===== src/rtl/bypass_network_pkg.sv =====
// Shared types for the operand-bypass network: window entry layout and the
// bundled port views used by the integer pipeline.
package bypass_network_pkg;

    localparam int BYP_XLEN  = 32;
    localparam int BYP_NREAD = 2;
    localparam int REG_AW    = 5;

    typedef struct packed {
        logic                valid;
        logic [REG_AW-1:0]   waddr;
        logic [BYP_XLEN-1:0] wdata;
        logic                ready;
    } bypass_entry_type;

    typedef struct packed {
        logic                                 hold;
        logic                                 issue_wren;
        logic [REG_AW-1:0]                    issue_waddr;
        logic [BYP_XLEN-1:0]                  issue_wdata;
        logic                                 issue_ready;
        logic                                 late_valid;
        logic [BYP_XLEN-1:0]                  late_wdata;
        logic [BYP_NREAD-1:0]                 rden;
        logic [BYP_NREAD-1:0][REG_AW-1:0]     raddr;
        logic [BYP_NREAD-1:0][BYP_XLEN-1:0]   rdata;
    } bypass_in_type;

    typedef struct packed {
        logic [BYP_NREAD-1:0][BYP_XLEN-1:0]   data;
        logic [BYP_NREAD-1:0]                 hazard;
        logic [31:0]                          stall_count;
    } bypass_out_type;

    // A window slot matches a read when it holds a live write to that register.
    function automatic logic addr_match(input logic valid,
                                        input logic [REG_AW-1:0] waddr,
                                        input logic [REG_AW-1:0] raddr);
        return valid && (waddr == raddr);
    endfunction

endpackage


===== src/rtl/bypass_network_select.sv =====
// One read port's priority search over the bypass window, including the
// same-cycle late-result bypass for the entry at LATE_STAGE.
module bypass_select
    import bypass_network_pkg::*;
#(
    parameter int XLEN       = 32,
    parameter int NSTAGE     = 3,
    parameter int LATE_STAGE = 1
) (
    input  logic                     rden,
    input  logic [4:0]               raddr,
    input  logic [XLEN-1:0]          rdata,
    input  logic [NSTAGE-1:0]        win_valid,
    input  logic [NSTAGE*5-1:0]      win_waddr,
    input  logic [NSTAGE*XLEN-1:0]   win_wdata,
    input  logic [NSTAGE-1:0]        win_ready,
    input  logic                     late_valid,
    input  logic [XLEN-1:0]          late_wdata,
    output logic [XLEN-1:0]          data,
    output logic                     hazard
);

    logic            hit;
    logic            sel_ready;
    logic            sel_late;
    logic [XLEN-1:0] sel_wdata;

    // Scan oldest to youngest so the youngest match is the one left standing,
    // whether or not it is ready.
    always_comb begin
        hit       = 1'b0;
        sel_ready = 1'b0;
        sel_late  = 1'b0;
        sel_wdata = '0;
        for (int i = NSTAGE - 1; i >= 0; i--) begin
            if (addr_match(win_valid[i], win_waddr[i*5 +: 5], raddr)) begin
                hit       = 1'b1;
                sel_ready = win_ready[i];
                sel_wdata = win_wdata[i*XLEN +: XLEN];
                sel_late  = (i == LATE_STAGE);
            end
        end
    end

    always_comb begin
        data   = '0;
        hazard = 1'b0;
        if (rden && (raddr != 5'd0)) begin
            if (!hit) begin
                data = rdata;
            end else if (sel_ready) begin
                data = sel_wdata;
            end else if (sel_late && late_valid) begin
                data = late_wdata;
            end else begin
                hazard = 1'b1;
                data   = rdata;
            end
        end
    end

endmodule


===== src/rtl/bypass_network.sv =====
// Operand-bypass network: shift window of in-flight register writes, late
// result capture, per-port forwarding and a saturating hazard-cycle counter.
module bypass_network
    import bypass_network_pkg::*;
#(
    parameter int XLEN       = 32,
    parameter int NREAD      = 2,
    parameter int NSTAGE     = 3,
    parameter int LATE_STAGE = 1
) (
    input  logic                     clock,
    input  logic                     reset,
    input  logic                     hold,
    input  logic                     issue_wren,
    input  logic [4:0]               issue_waddr,
    input  logic [XLEN-1:0]          issue_wdata,
    input  logic                     issue_ready,
    input  logic                     late_valid,
    input  logic [XLEN-1:0]          late_wdata,
    input  logic [NREAD-1:0]         rden,
    input  logic [NREAD*5-1:0]       raddr,
    input  logic [NREAD*XLEN-1:0]    rdata,
    output logic [NREAD*XLEN-1:0]    data,
    output logic [NREAD-1:0]         hazard,
    output logic [31:0]              stall_count
);

    logic [NSTAGE-1:0]      win_valid;
    logic [NSTAGE-1:0]      win_ready;
    logic [NSTAGE*5-1:0]    win_waddr;
    logic [NSTAGE*XLEN-1:0] win_wdata;
    logic                   late_hit;

    assign late_hit = late_valid && win_valid[LATE_STAGE] && !win_ready[LATE_STAGE];

    always_ff @(posedge clock) begin
        if (reset) begin
            win_valid   <= '0;
            win_ready   <= '0;
            win_waddr   <= '0;
            win_wdata   <= '0;
            stall_count <= '0;
        end else begin
            if (!hold) begin
                win_valid[0]         <= issue_wren && (issue_waddr != 5'd0);
                win_waddr[0 +: 5]    <= issue_waddr;
                win_wdata[0 +: XLEN] <= issue_wdata;
                win_ready[0]         <= issue_ready;
                // A late result completing the LATE_STAGE entry rides along
                // with the shift; at the last stage it simply falls off.
                for (int i = 1; i < NSTAGE; i++) begin
                    win_valid[i]       <= win_valid[i-1];
                    win_waddr[i*5 +: 5] <= win_waddr[(i-1)*5 +: 5];
                    if (late_hit && (i - 1 == LATE_STAGE)) begin
                        win_wdata[i*XLEN +: XLEN] <= late_wdata;
                        win_ready[i]              <= 1'b1;
                    end else begin
                        win_wdata[i*XLEN +: XLEN] <= win_wdata[(i-1)*XLEN +: XLEN];
                        win_ready[i]              <= win_ready[i-1];
                    end
                end
            end else if (late_hit) begin
                win_wdata[LATE_STAGE*XLEN +: XLEN] <= late_wdata;
                win_ready[LATE_STAGE]              <= 1'b1;
            end

            if ((|hazard) && (stall_count != 32'hFFFF_FFFF))
                stall_count <= stall_count + 32'd1;
        end
    end

    for (genvar p = 0; p < NREAD; p++) begin : g_port
        bypass_select #(
            .XLEN       (XLEN),
            .NSTAGE     (NSTAGE),
            .LATE_STAGE (LATE_STAGE)
        ) u_select (
            .rden       (rden[p]),
            .raddr      (raddr[p*5 +: 5]),
            .rdata      (rdata[p*XLEN +: XLEN]),
            .win_valid  (win_valid),
            .win_waddr  (win_waddr),
            .win_wdata  (win_wdata),
            .win_ready  (win_ready),
            .late_valid (late_valid),
            .late_wdata (late_wdata),
            .data       (data[p*XLEN +: XLEN]),
            .hazard     (hazard[p])
        );
    end

endmodule


===== config.mk =====
export PLATFORM = sky130hd
export DESIGN_NAME = bypass_network
export DESIGN_NICKNAME = d
export VERILOG_FILES = /design/src/rtl/bypass_network_pkg.sv /design/src/rtl/bypass_network_select.sv /design/src/rtl/bypass_network.sv
export SDC_FILE = /design/constraint.sdc
export NUM_CORES = 1
export LEC_CHECK = 0
export CORE_MARGIN = 3
export CORE_UTILIZATION = 50
export DETAILED_ROUTE_END_ITERATION = 6
export MAX_ROUTING_LAYER = met4
export PLACE_DENSITY = 0.81
export SLEW_MARGIN = 20
export SYNTH_ARGS = -nofsm -noshare
export SYNTH_HDL_FRONTEND = slang
export SYNTH_SLANG_ARGS = --single-unit
export TNS_END_PERCENT = 20

===== constraint.sdc =====
create_clock -name clock -period 3.8 [get_ports clock]
set_clock_uncertainty 0.05 [all_clocks]
set_input_delay 0.38 -clock clock [delete_from_list [all_inputs] [get_ports clock]]
set_output_delay 0.38 -clock clock [all_outputs]
set_load 0.01 [all_outputs]

==> impl_results.md <==
* Status: complete, but fails checks
* Failing checks: design-rule violations
* Wire per inst at 19.7 µm
* FF/Latch Area at 2980 µm²
* Syn_nets at 1,379
* Switching power at 1.08 mW
* Int Power at 2.96 mW
* R2R Setup Slk at 0.72 ns
* Die W at 146 µm
* EDFF count, synth at 0
* Fill cell count at 1,554
* Total core area at 19,000 µm²
* Crit path DAT at 3.28 ns
* Clock sink count at 149
* Most frequent cells in the layout: clkdlybuf4s50_1 (243), nor2_1 (191), dfxtp_1 (149)
* Most common cell after layout, fill and taps aside: clkdlybuf4s50_1
* Syn. warnings at 0
* Crit. End Element: output pin
* Initial antenna violation count at 4
* Multi-input gate area at 6460 µm²
* Total Routed Length at 33,400 µm
* Final Setup Violations at 0
* Hold WC Path Type: in2reg
* Worst r2r src: win_waddr[3]$_SDFFE_PP0N_
* Global-route total usage across every layer at 31.1%
* Max Transition Viols Final at 0
* Max-Cap Viols at 0
* Reg clk slew, reported paths at 0.06 ns
* Worst setup path endpoint: data[51]
* Power per Cell Area at 301 nW/µm²
* Crit Path Category: in2out
* Mapped cell area at 9830 µm²
* Capturing point of the worst reg2reg path: stall_count[31]$_SDFFE_PP0P_
* HPWL after detailed placement at 23,300 µm
* CP Launch Type: primary input
* Critical Path RT at 3.37 ns
* Cts hold-fix bufs at 0
* R2R cell count at 11
* Syn avg cell area at 8.01 µm²
* Vias in the first global route at 10,300
* Clock buffer count from CTS at 17
* Tmin final at 3.71 ns
* Sequential fraction of design power at 42.0%
* Pre-antenna DRT Iters at 7
* Largest net degree at the start of global routing at 79
* Final worst-path cycle share at 97.6%
* Unique masters post-synth at 57
* Sw frac at 26.7%
* Max-slew headroom at 50.5%
* Finished Core Util at 70.5%
* RSZ-0062 raised after global routing: yes
* CTS HTree Levels at 4
* Initial Util at 51.7%
* Die area at 21,400 µm²
* Worst Tran Pin Value at 0.735 ns
* Final net count at 1,576
* Die height at 146 µm
* Layout cells sized above 1 at 9.95%
* Post-synthesis register bit count at 149
* Clock Power Share at 41.7%
* Total number of vias at 10,600
* Global-route wire length before repair at 53,600 µm
* Final hold violation count at 0
* Area growth syn-to-layout at 36.4%
* Logic pwr share at 16.4%
* Total design power at 4.03 mW
* # rows at 50
* Antenna Nets Post-Route at 0
* Total gr overflow at 0
* LEAKAGE at 5.18 nW
* CTS Buffer Depth at 2
* Ys flop type: dfxtp_1
* Peak supply drop at 269 µV
* Async S/R FF share, synth at 0%
* Top Ports at 249
* Max FO, Critical Path at 23
* Final Wtd Congestion at 0.969
* Root buffer cell: clkbuf_16
* Vias/cell at 6.20
* Clk Latency, worst-skew pair at 0.42 ns
* CP Launch Point: raddr[8]
* Seq/Total Area, Yosys at 30.4%
* Initial drt markers at 868
* IO Port Bufs at 248
* Post-Syn Instances at 1,227
* CTS tree: yes
* DRC viols at 7
* Max Freq at 0.270 GHz
[routing by layer]
metal	routed length [µm]	GRT usage [%]
met1	13800	39.2
met2	15900	50.5
met3	2460	4.03
met4	1280	12.8
met5	0	-
[state kept, by name (all words and copies together), names as in the netlist]
register and cells:
win_waddr 15, win_valid 3, win_wdata 96, win_ready 3
stall_count 32
[cell families after synthesis]
family                   Yosys count  share of synthesized area [%]
AO/OA/AOI/OAI                    388                           26.5
AND/OR/NAND/NOR                  384                           19.1
flip-flops                       149                           30.4
multiplexers                     152                           15.9
adder cells (fa/ha/maj)            1                          0.127
buffers and inverters            123                           5.31
XOR/XNOR                          30                           2.67
[worst max-delay path, cell delays in order]
cell	delay, ns
clkdlybuf4s50_1	0.58
xnor2_1	0.17
nand4_1	0.23
a211oi_4	0.36
buf_12	0.23
a221oi_1	0.09
o21ai_0	0.37
o21ai_0	0.14
o21ai_0	0.17
clkdlybuf4s50_1	0.56
[how the worst min path moves through the flow]
| stage | from | to | slack, ns | cells after the start |
|---|---|---|---|---|
| global route | reset | win_wdata[6]$_SDFFE_PP0N_ | 0.43 | 2 |
| detailed placement | stall_count[23]$_SDFFE_PP0P_ | stall_count[23]$_SDFFE_PP0P_ | 0.43 | 2 |
| CTS | reset | win_wdata[6]$_SDFFE_PP0N_ | 0.40 | 2 |
| finish | reset | win_wdata[6]$_SDFFE_PP0N_ | 0.42 | 2 |
| floorplan | win_wdata[72]$_SDFFE_PP0N_ | win_wdata[72]$_SDFFE_PP0N_ | 0.42 | 2 |
| global placement | stall_count[15]$_SDFFE_PP0P_ | stall_count[15]$_SDFFE_PP0P_ | 0.43 | 2 |
[power by group through the flow]
| stage | Combinational [mW] | Sequential, mW | Clock (mW) |
|---|---|---|---|
| floorplan | 0.315 | 1.70 | 0 |
| global placement | 0.636 | 1.72 | 0 |
| detailed placement | 0.648 | 1.72 | 0 |
| CTS | 0.652 | 1.69 | 1.70 |
| global route | 0.715 | 1.70 | 1.76 |
| finish | 0.661 | 1.69 | 1.68 |
[stage by stage]
step	TNS [ns]	instance area, µm²	setup WS, ns	hold slack [ns]	std cells
floorplan	0	9830	1.08	0.419	1227
global placement	0	12800	0.173	0.427	1665
detailed placement	0	12800	0.125	0.434	1665
CTS	0	13300	0.116	0.402	1697
global route	-0.109	13400	-0.0849	0.431	1701
finish	0	13400	0.0910	0.420	1701
[repair_timing]
item	CTS	global route
buffers inserted	0	0
endpoints found under the setup margin	0	23
resized for setup	0	12
[layout make-up]
type / count / share of cell area [%]
multi-input cells: 955 / 48.2
flip-flops and latches: 149 / 22.2
diodes: 4 / 0.0747
clock inverters: 14 / 1.12
clock buffers: 18 / 3.20
well taps: 260 / 2.43
repair buffers: 295 / 22.6
inverters: 6 / 0.168
[cell usage after synthesis, types with 21 or more instances]
| library cell | number | area share [%] |
|---|---|---|
| nor2_1 | 195 | 7.4 |
| dfxtp_1 | 149 | 30 |
| o21ai_0 | 128 | 6.5 |
| mux2i_1 | 116 | 12 |
| clkbuf_1 | 85 | 3.2 |
| a21oi_1 | 59 | 3.0 |
| nand2_1 | 49 | 1.9 |
| a211oi_1 | 37 | 2.8 |
| mux2_2 | 33 | 3.8 |
| a221oi_1 | 31 | 2.8 |
| a21o_1 | 30 | 2.3 |
| a22o_1 | 30 | 2.7 |
| nor3b_1 | 30 | 2.3 |
| o221ai_1 | 27 | 2.4 |
| or4_1 | 25 | 1.9 |
| o31ai_1 | 21 | 1.6 |
| xnor2_1 | 21 | 1.9 |
Power figures use the tool's default switching activity.
